### config.mk
export PLATFORM = sky130hd
export DESIGN_NAME = qgate_2x2_apply
export DESIGN_NICKNAME = d
export VERILOG_FILES = /design/src/rtl/qfix_pkg.sv /design/src/rtl/fixed_point_add.sv /design/src/rtl/fixed_point_mult.sv /design/src/rtl/qgate_2x2_apply.sv
export SDC_FILE = /design/constraint.sdc
export NUM_CORES = 2
export LEC_CHECK = 0
export CORE_AREA = 2 2 276 550
export CTS_BUF_LIST = sky130_fd_sc_hd__clkbuf_8
export DETAILED_ROUTE_END_ITERATION = 12
export DIE_AREA = 0 0 278 552
export SYNTH_ARGS = -nofsm -noshare
export SYNTH_HDL_FRONTEND = slang
export SYNTH_SLANG_ARGS = --single-unit
### constraint.sdc
create_clock -name clk -period 23.4 [get_ports clk]
set_clock_uncertainty 0.2 [all_clocks]
set_input_delay 4.68 -clock clk [delete_from_list [all_inputs] [get_ports clk]]
set_output_delay 4.68 -clock clk [all_outputs]
set_load 0.02 [all_outputs]
### src/rtl/qfix_pkg.sv
// Shared Q16.16 fixed-point constants and the gate-apply FSM state type.
package qfix_pkg;
    localparam int W    = 32;
    localparam int FRAC = 16;

    localparam logic signed [W-1:0] Q_ONE       = 32'sh0001_0000;
    localparam logic signed [W-1:0] Q_MAX       = 32'sh7FFF_FFFF;
    localparam logic signed [W-1:0] Q_MIN       = 32'sh8000_0000;
    localparam logic signed [W-1:0] Q_INV_SQRT2 = 32'sd46341;

    typedef enum logic [1:0] {
        IDLE = 2'd0,
        CALC = 2'd1,
        DONE = 2'd2
    } state_e;
endpackage

### src/rtl/fixed_point_add.sv
// Combinational saturating W-bit signed add.
module fixed_point_add
    import qfix_pkg::*;
(
    input  logic signed [W-1:0] a,
    input  logic signed [W-1:0] b,
    output logic signed [W-1:0] y,
    output logic                ovf
);
    logic signed [W:0] sum;

    always_comb begin
        sum = {a[W-1], a} + {b[W-1], b};
        ovf = sum[W] ^ sum[W-1];
        if (ovf) begin
            y = sum[W] ? Q_MIN : Q_MAX;
        end else begin
            y = sum[W-1:0];
        end
    end
endmodule

### src/rtl/fixed_point_mult.sv
// Combinational Q16.16 multiply: full product, arithmetic shift by FRAC, saturate to W bits.
module fixed_point_mult
    import qfix_pkg::*;
(
    input  logic signed [W-1:0] a,
    input  logic signed [W-1:0] b,
    output logic signed [W-1:0] y,
    output logic                ovf
);
    logic signed [2*W-1:0] prod;
    logic signed [2*W-1:0] shr;

    always_comb begin
        prod = (2*W)'(a) * (2*W)'(b);
        shr  = prod >>> FRAC;
        // Result fits only when every bit above the W-bit sign agrees with it.
        ovf  = !((&shr[2*W-1:W-1]) || !(|shr[2*W-1:W-1]));
        if (ovf) begin
            y = shr[2*W-1] ? Q_MIN : Q_MAX;
        end else begin
            y = shr[W-1:0];
        end
    end
endmodule

### src/rtl/qgate_2x2_apply.sv
// Applies a 2x2 complex Q16.16 gate to one amplitude pair using one shared
// multiplier and one saturating adder, one product per cycle over 16 steps.
module qgate_2x2_apply
    import qfix_pkg::*;
(
    input  logic         clk,
    input  logic         rst,
    input  logic         in_valid,
    output logic         in_ready,
    input  logic [W-1:0] u00_re,
    input  logic [W-1:0] u00_im,
    input  logic [W-1:0] u01_re,
    input  logic [W-1:0] u01_im,
    input  logic [W-1:0] u10_re,
    input  logic [W-1:0] u10_im,
    input  logic [W-1:0] u11_re,
    input  logic [W-1:0] u11_im,
    input  logic [W-1:0] a0_re,
    input  logic [W-1:0] a0_im,
    input  logic [W-1:0] a1_re,
    input  logic [W-1:0] a1_im,
    output logic         out_valid,
    input  logic         out_ready,
    output logic [W-1:0] b0_re,
    output logic [W-1:0] b0_im,
    output logic [W-1:0] b1_re,
    output logic [W-1:0] b1_im,
    output logic         overflow
);
    state_e              state_q, state_d;
    logic [3:0]          step_q, step_d;
    logic signed [W-1:0] acc_q, acc_d;
    logic                ovf_q, ovf_d;
    logic                in_ready_q, in_ready_d;
    logic                out_valid_q, out_valid_d;
    logic signed [W-1:0] b_q [4];
    logic signed [W-1:0] b_d [4];
    logic signed [W-1:0] u_q [8];
    logic signed [W-1:0] u_d [8];
    logic signed [W-1:0] a_q [4];
    logic signed [W-1:0] a_d [4];

    logic                k, c, j, p;
    logic signed [W-1:0] mul_a, mul_b, mul_y, term, sum;
    logic                mul_ovf, neg_ovf, add_ovf;

    function automatic logic [W:0] sat_neg(input logic signed [W-1:0] x);
        if (x == Q_MIN) begin
            return {1'b1, Q_MAX};
        end
        return {1'b0, -x};
    endfunction

    // step = {k, c, j, p}: output row, re/im, term index, product within term
    assign {k, c, j, p} = step_q;
    assign mul_a = u_q[{k, j, p}];
    assign mul_b = a_q[{j, c ^ p}];

    fixed_point_mult u_mult (
        .a   (mul_a),
        .b   (mul_b),
        .y   (mul_y),
        .ovf (mul_ovf)
    );

    // Only the second product of a real component is subtracted.
    always_comb begin
        term    = mul_y;
        neg_ovf = 1'b0;
        if (!c && p) begin
            {neg_ovf, term} = sat_neg(mul_y);
        end
    end

    fixed_point_add u_add (
        .a   (acc_q),
        .b   (term),
        .y   (sum),
        .ovf (add_ovf)
    );

    always_comb begin
        state_d     = state_q;
        step_d      = step_q;
        acc_d       = acc_q;
        ovf_d       = ovf_q;
        in_ready_d  = in_ready_q;
        out_valid_d = out_valid_q;
        b_d         = b_q;
        u_d         = u_q;
        a_d         = a_q;
        case (state_q)
            IDLE: begin
                if (in_valid) begin
                    u_d         = '{$signed(u00_re), $signed(u00_im), $signed(u01_re), $signed(u01_im),
                                    $signed(u10_re), $signed(u10_im), $signed(u11_re), $signed(u11_im)};
                    a_d         = '{$signed(a0_re), $signed(a0_im), $signed(a1_re), $signed(a1_im)};
                    acc_d       = '0;
                    ovf_d       = 1'b0;
                    step_d      = 4'd0;
                    in_ready_d  = 1'b0;
                    state_d     = CALC;
                end
            end
            CALC: begin
                ovf_d  = ovf_q | mul_ovf | neg_ovf | add_ovf;
                step_d = step_q + 4'd1;
                if (j && p) begin
                    b_d[{k, c}] = sum;
                    acc_d       = '0;
                end else begin
                    acc_d       = sum;
                end
                if (step_q == 4'd15) begin
                    out_valid_d = 1'b1;
                    state_d     = DONE;
                end
            end
            DONE: begin
                if (out_ready) begin
                    out_valid_d = 1'b0;
                    in_ready_d  = 1'b1;
                    state_d     = IDLE;
                end
            end
            default: begin
                state_d = IDLE;
            end
        endcase
    end

    always_ff @(posedge clk) begin
        if (rst) begin
            state_q     <= IDLE;
            step_q      <= 4'd0;
            acc_q       <= '0;
            ovf_q       <= 1'b0;
            in_ready_q  <= 1'b1;
            out_valid_q <= 1'b0;
            b_q         <= '{default: '0};
        end else begin
            state_q     <= state_d;
            step_q      <= step_d;
            acc_q       <= acc_d;
            ovf_q       <= ovf_d;
            in_ready_q  <= in_ready_d;
            out_valid_q <= out_valid_d;
            b_q         <= b_d;
        end
    end

    // Operand holding registers carry no reset; they are loaded before use.
    always_ff @(posedge clk) begin
        u_q <= u_d;
        a_q <= a_d;
    end

    assign in_ready  = in_ready_q;
    assign out_valid = out_valid_q;
    assign overflow  = ovf_q;
    assign b0_re     = b_q[0];
    assign b0_im     = b_q[1];
    assign b1_re     = b_q[2];
    assign b1_im     = b_q[3];
endmodule

# After elaboration in Yosys (flattened, before gate mapping)
# Index checks and enable logic that the tools add are counted.
[op_classes]
addsub = 3
mul = 1
n_lt_le_gt_ge = 4
eq_ne = 7
muxes = 35
bitwise = 8
n_reduce_logical = 19
[op_table]
columns = ["cell", "count"]
rows = [
  ["two-way mux 32 bit", 12],
  ["bitwise mux 128 bit", 1],
  ["binary-select mux 32 bit (select 3 bit)", 1],
  ["two-way mux 33 bit", 2],
  ["binary-select mux 32 bit (select 2 bit)", 1],
  ["demux 32 bit (select 2 bit)", 1],
  ["multiplier 32 x 32 -> 64 bit", 1],
  ["one-hot mux 32 bit (2 select lines)", 1],
  ["adder 32 x 32 -> 33 bit", 1],
  ["equality test 32 bit (second input constant)", 1],
  ["negator 32 bit", 1],
  ["AND reduction 17 bit", 1],
  ["OR reduction 17 bit", 1],
  ["AND reduction 3 bit", 3],
  ["one-hot mux 4 bit (2 select lines)", 1],
  ["two-way mux 1 bit", 7],
  [">= comparator 3 bit (second input constant)", 2],
  ["two-way mux 2 bit", 3],
  ["!= test 2 bit (second input constant)", 3],
  ["inverter 2 -> 3 bit", 2],
  ["one-hot mux 1 bit (2 select lines)", 3],
  ["one-hot mux 2 bit (3 select lines)", 1],
  ["AND reduction 2 bit", 3],
  ["nonzero test 2 bit", 3],
  ["14 further kinds", 21],
]
[totals]
regBits = 553
out_inout_bits = 131
word_cells = 99

# Logic depth before layout (Yosys ltp)
[depth]
ltp_word = 20
depth_mapped = 63
mapped_depth_nobuf = 57

# Cells and area by module
# A second synthesis with hierarchy kept.
[unflattened]
cells_unflattened = 5696
hier_area_um2 = 59839.9
[by_module_without_submodules]
columns = ["module", "instances", "cells_each", "area_each_um2", "seq_area_each_um2"]
rows = [
  ["fixed_point_mult", 1, 4007, 36916.7, 0.0],
  ["qgate_2x2_apply", 1, 1394, 20852.5, 14914.3],
  ["fixed_point_add", 1, 295, 2070.7, 0.0],
]

# Least setup slack after synthesis
# Ideal clock, no wire load.
[synth_path]
path_type = "in2reg"
startpoint = "input port in_valid"
endpoint = "register step_q[3]"
arrival_time_ps = 21767
required_time_ps = 23072
slack_ps = 1306
stages = 5
cell_sequence = "nand2b_1 > nor2_1 > nand3b_1 > o21a_1 > nor2_1"
[synth_via]
elab_chain_cells = 2
[synth_rtl]
columns = ["element", "line_no", "source"]
rows = [
  ["start, declared", "qgate_2x2_apply.sv:8", "input logic in_valid,"],
  ["!= test 2 bit (no line)", "--", ""],
  ["AND reduction 2 bit (no line)", "--", ""],
  ["end signal, assigned", "qgate_2x2_apply.sv:143", "step_q <= step_d;"],
  ["end, declared", "qgate_2x2_apply.sv:31", "logic [3:0] step_q, step_d;"],
]
# Every way passes these cells.
# A chain may end at the register's enable or synchronous reset.

# Final worst setup path
[layout_path]
startpoint = "register step_q[0]"
endpoint = "register b_q, in the netlist b1_re[27]"
[layout_via]
elab_chain_cells = 19
elab_cells_between_ends = 30
[layout_rtl]
columns = ["element", "line_no", "source"]
rows = [
  ["parallel branches: the longest is 19 deep, another holds multiplier 32 x 32 -> 64 bit", "--", ""],
  ["end signal, assigned", "qgate_2x2_apply.sv:140", "b_q <= '{default: '0};"],
  ["end signal, assigned", "qgate_2x2_apply.sv:148", "b_q <= b_d;"],
  ["end, declared", "qgate_2x2_apply.sv:36", "logic signed [W-1:0] b_q [4];"],
]
# Several ways; the timed one is not identified. The select of a mux whose other input is x is not followed.

==> results_dict.tcl <==
set metrics [dict create \
    status "complete, no violations" \
    setup_viol 0 \
    start_kind "register" \
    tightest_slew_ns 1.37 \
    yosysSeqAreaShare_pct 25.1 \
    die_y_microns 552 \
    synth_mux_area_share_pct 3.85 \
    die_width_microns 278 \
    portBuffers 518 \
    ctsResizeCount 0 \
    drive_gt1_share_pct 5.89 \
    synth_top_family_by_area "adder cells" \
    core-area_sq_mm 0.150 \
    yosysTopAreaCellShare_pct 36.5 \
    yosys.area_share.simple_pct 13.5 \
    rows 201 \
    wl_microns 219000 \
    async_flop_share_pct 0 \
    hold_viol 0 \
    post_drt_wl_per_cell_microns 26.5 \
    grt_pass1_vias 50886 \
    cts_buffers 83 \
    cp_max_fo 33 \
    area_growth_pct 15.0 \
    clock.fmax_mhz 50.7 \
    dr_total_vias 45677 \
    synth_compound_area_share_pct 7.34 \
    ant_nets 0 \
    timing.final.crit_period_ns 19.72 \
    cts_buffer_depth 3 \
    grt_pass1_wl_microns 324000 \
    yosys-top-cells-area "fa_1, edfxtp_1, inv_1, dfxtp_1, nand2_1" \
    drc_errors 0 \
    crit_path_max_incr_delay_ns 1.04 \
    critPathRequiredTime_ns 23.85 \
    maxCapViolCount 0 \
    rsz0062_at_grt "false" \
    fill_cells 14036 \
    ys_ff_latch 553 \
    synth_largest_area_cell "fa_1" \
    max_slew_margin_pct 8.73 \
    final_max_slew_viol_count 0 \
    hold_class "reg2reg" \
    die-area_sq_mm 0.153 \
    place_congestion 1.00 \
    cts_tree "yes" \
    crit_path_top_delay_cell "nor2_1" \
    ios 519 \
    fin_tns_setup_ns 0 \
    drt_first_pass_iters 6 \
    ys_warn_count 0 \
    layout.nets 7923 \
    numClockSinks 553 \
    syn_inst 5852 \
    multiInputGateArea_sq_mm 0.0398 \
    synth_area_per_cell_sq_um 10.1 \
    seq_area_sq_mm 0.0149 \
    worstSetupPathType "reg2reg" \
    grt.overflow.total 0 \
    synth_edf_count 384 \
    end_kind "register" \
    clk_latency_ns 0.79 \
    dp_hpwl_microns 175000 \
    grt_max_degree 200 \
    clock-root-buffer "clkbuf_8" \
    start_util_pct 39.7 \
    yosys.cell_types.count 95 \
    synth.most_common_cell "fa_1" \
    crit_top_cell "fa_1" \
    synthXorXnorAreaFrac_pct 1.17 \
    path_clk_slew_ns 0.07 \
    synth_fa_ha_area_share_pct 41.1 \
    syn_nets 7537 \
    viasPerCell 5.54 \
    cp.arrival_ns 20.16 \
    fin_crit_sh_pct 84.3 \
    dr.first_iter.drc_count 2778 \
    grtUsageTotal_pct 29.0 \
    synth_area_sq_mm 0.0593 \
    antenna_found_initial 18 \
    htreeDepth 3 \
    synth_common_cells "fa_1, inv_1, nand2_1" \
    cts_setup_buffers 0 \
    ys.flop_type "edfxtp_1" \
    ctsHoldBuffers 0 \
]
-- flip-flops by register name, summed over array words and instances, names as in the netlist --
register and flops:
step_q 4, b1_re 32, overflow 1, acc_q 32, a_q 128, b0_re 32, state_q 2, out_valid 1
in_ready 1, b0_im 32, b1_im 32, u_q 256
-- path summary, 6_finish.rpt --
kind	cells past startpoint	startpoint	end	slack, ns
worst max-delay path	52	step_q[0]	b1_re[27]	3.68
worst min-delay path	2	b0_re[21]	b0_re[21]	0.26
worst max register to register	52	step_q[0]	b1_re[27]	3.68
worst min register to register	2	b0_re[21]	b0_re[21]	0.26
-- per-layer routing --
| metal | track usage (%) | wire length, microns |
|---|---|---|
| met3 | 4.96 | 12700 |
| met5 | 0 | 51 |
| met4 | 22.8 | 20600 |
| met2 | 54.2 | 118000 |
| met1 | 27.6 | 67600 |
-- stage by stage --
| stage | area [sq um] | hold WS, ns | std cells | setup WS [ns] | util, % |
|---|---|---|---|---|---|
| finish | 68200 | 0.263 | 8242 | 3.68 | 45.6 |
| global route | 68200 | 0.287 | 8242 | 2.51 | 45.6 |
| CTS | 68200 | 0.265 | 8231 | 3.88 | 45.6 |
| detailed placement | 66600 | 0.252 | 8081 | 4.00 | 44.5 |
| global placement | 66600 | 0.246 | 8081 | 4.33 | 44.5 |
| floorplan | 59300 | 0.232 | 5852 | 1.31 | - |
-- cell usage in the layout (no fill, tap or decap), drive strengths merged, types with 35 or more instances in the layout --
cell type	n
nand3	38
nor2b	38
o21a	39
a21oi	154
inv	968
nand2	763
nand4	35
clkbuf	90
a21o	42
ha	215
mux2i	35
o21ai	132
xnor2	45
a22oi	70
edfxtp	384
buf	98
nor3	75
and2	45
fa	1082
mux4	73
dfxtp	169
a211oi	38
nor2	753
clkdlybuf4s50	517
-- kinds of logic after synthesis --
| kind of cell | count (synthesis) |
|---|---|
| compound gates | 650 |
| xor+xnor | 79 |
| fa+ha+maj | 1299 |
| buf+inv | 1253 |
| flops | 553 |
| mux | 134 |
| simple gates | 1884 |
-- layout make-up --
class / count / share of cell area [%]
antenna: 11 / 0.0403
timing repair buffer: 615 / 8.70
multi-input combinational: 4046 / 58.3
tap: 1928 / 3.54
clock inverter: 60 / 0.559
inverter: 939 / 5.17
clock buffer: 90 / 1.82
sequential: 553 / 21.9
-- critical path, delay by kind of cell, from the launching register on --
family	cells	cell delay [ns]
adders and majority gates	12	6.33
DFF	1	0.69
muxes	1	0.41
xor gates and xnor gates	1	0.20
buffers and inverters	7	1.63
and+or+nand+nor	13	4.47
AOI/OAI and AO/OA	18	5.58
Power is not shown: default switching activity piles up to over one toggle a cycle in this logic, so the estimate is an artifact.
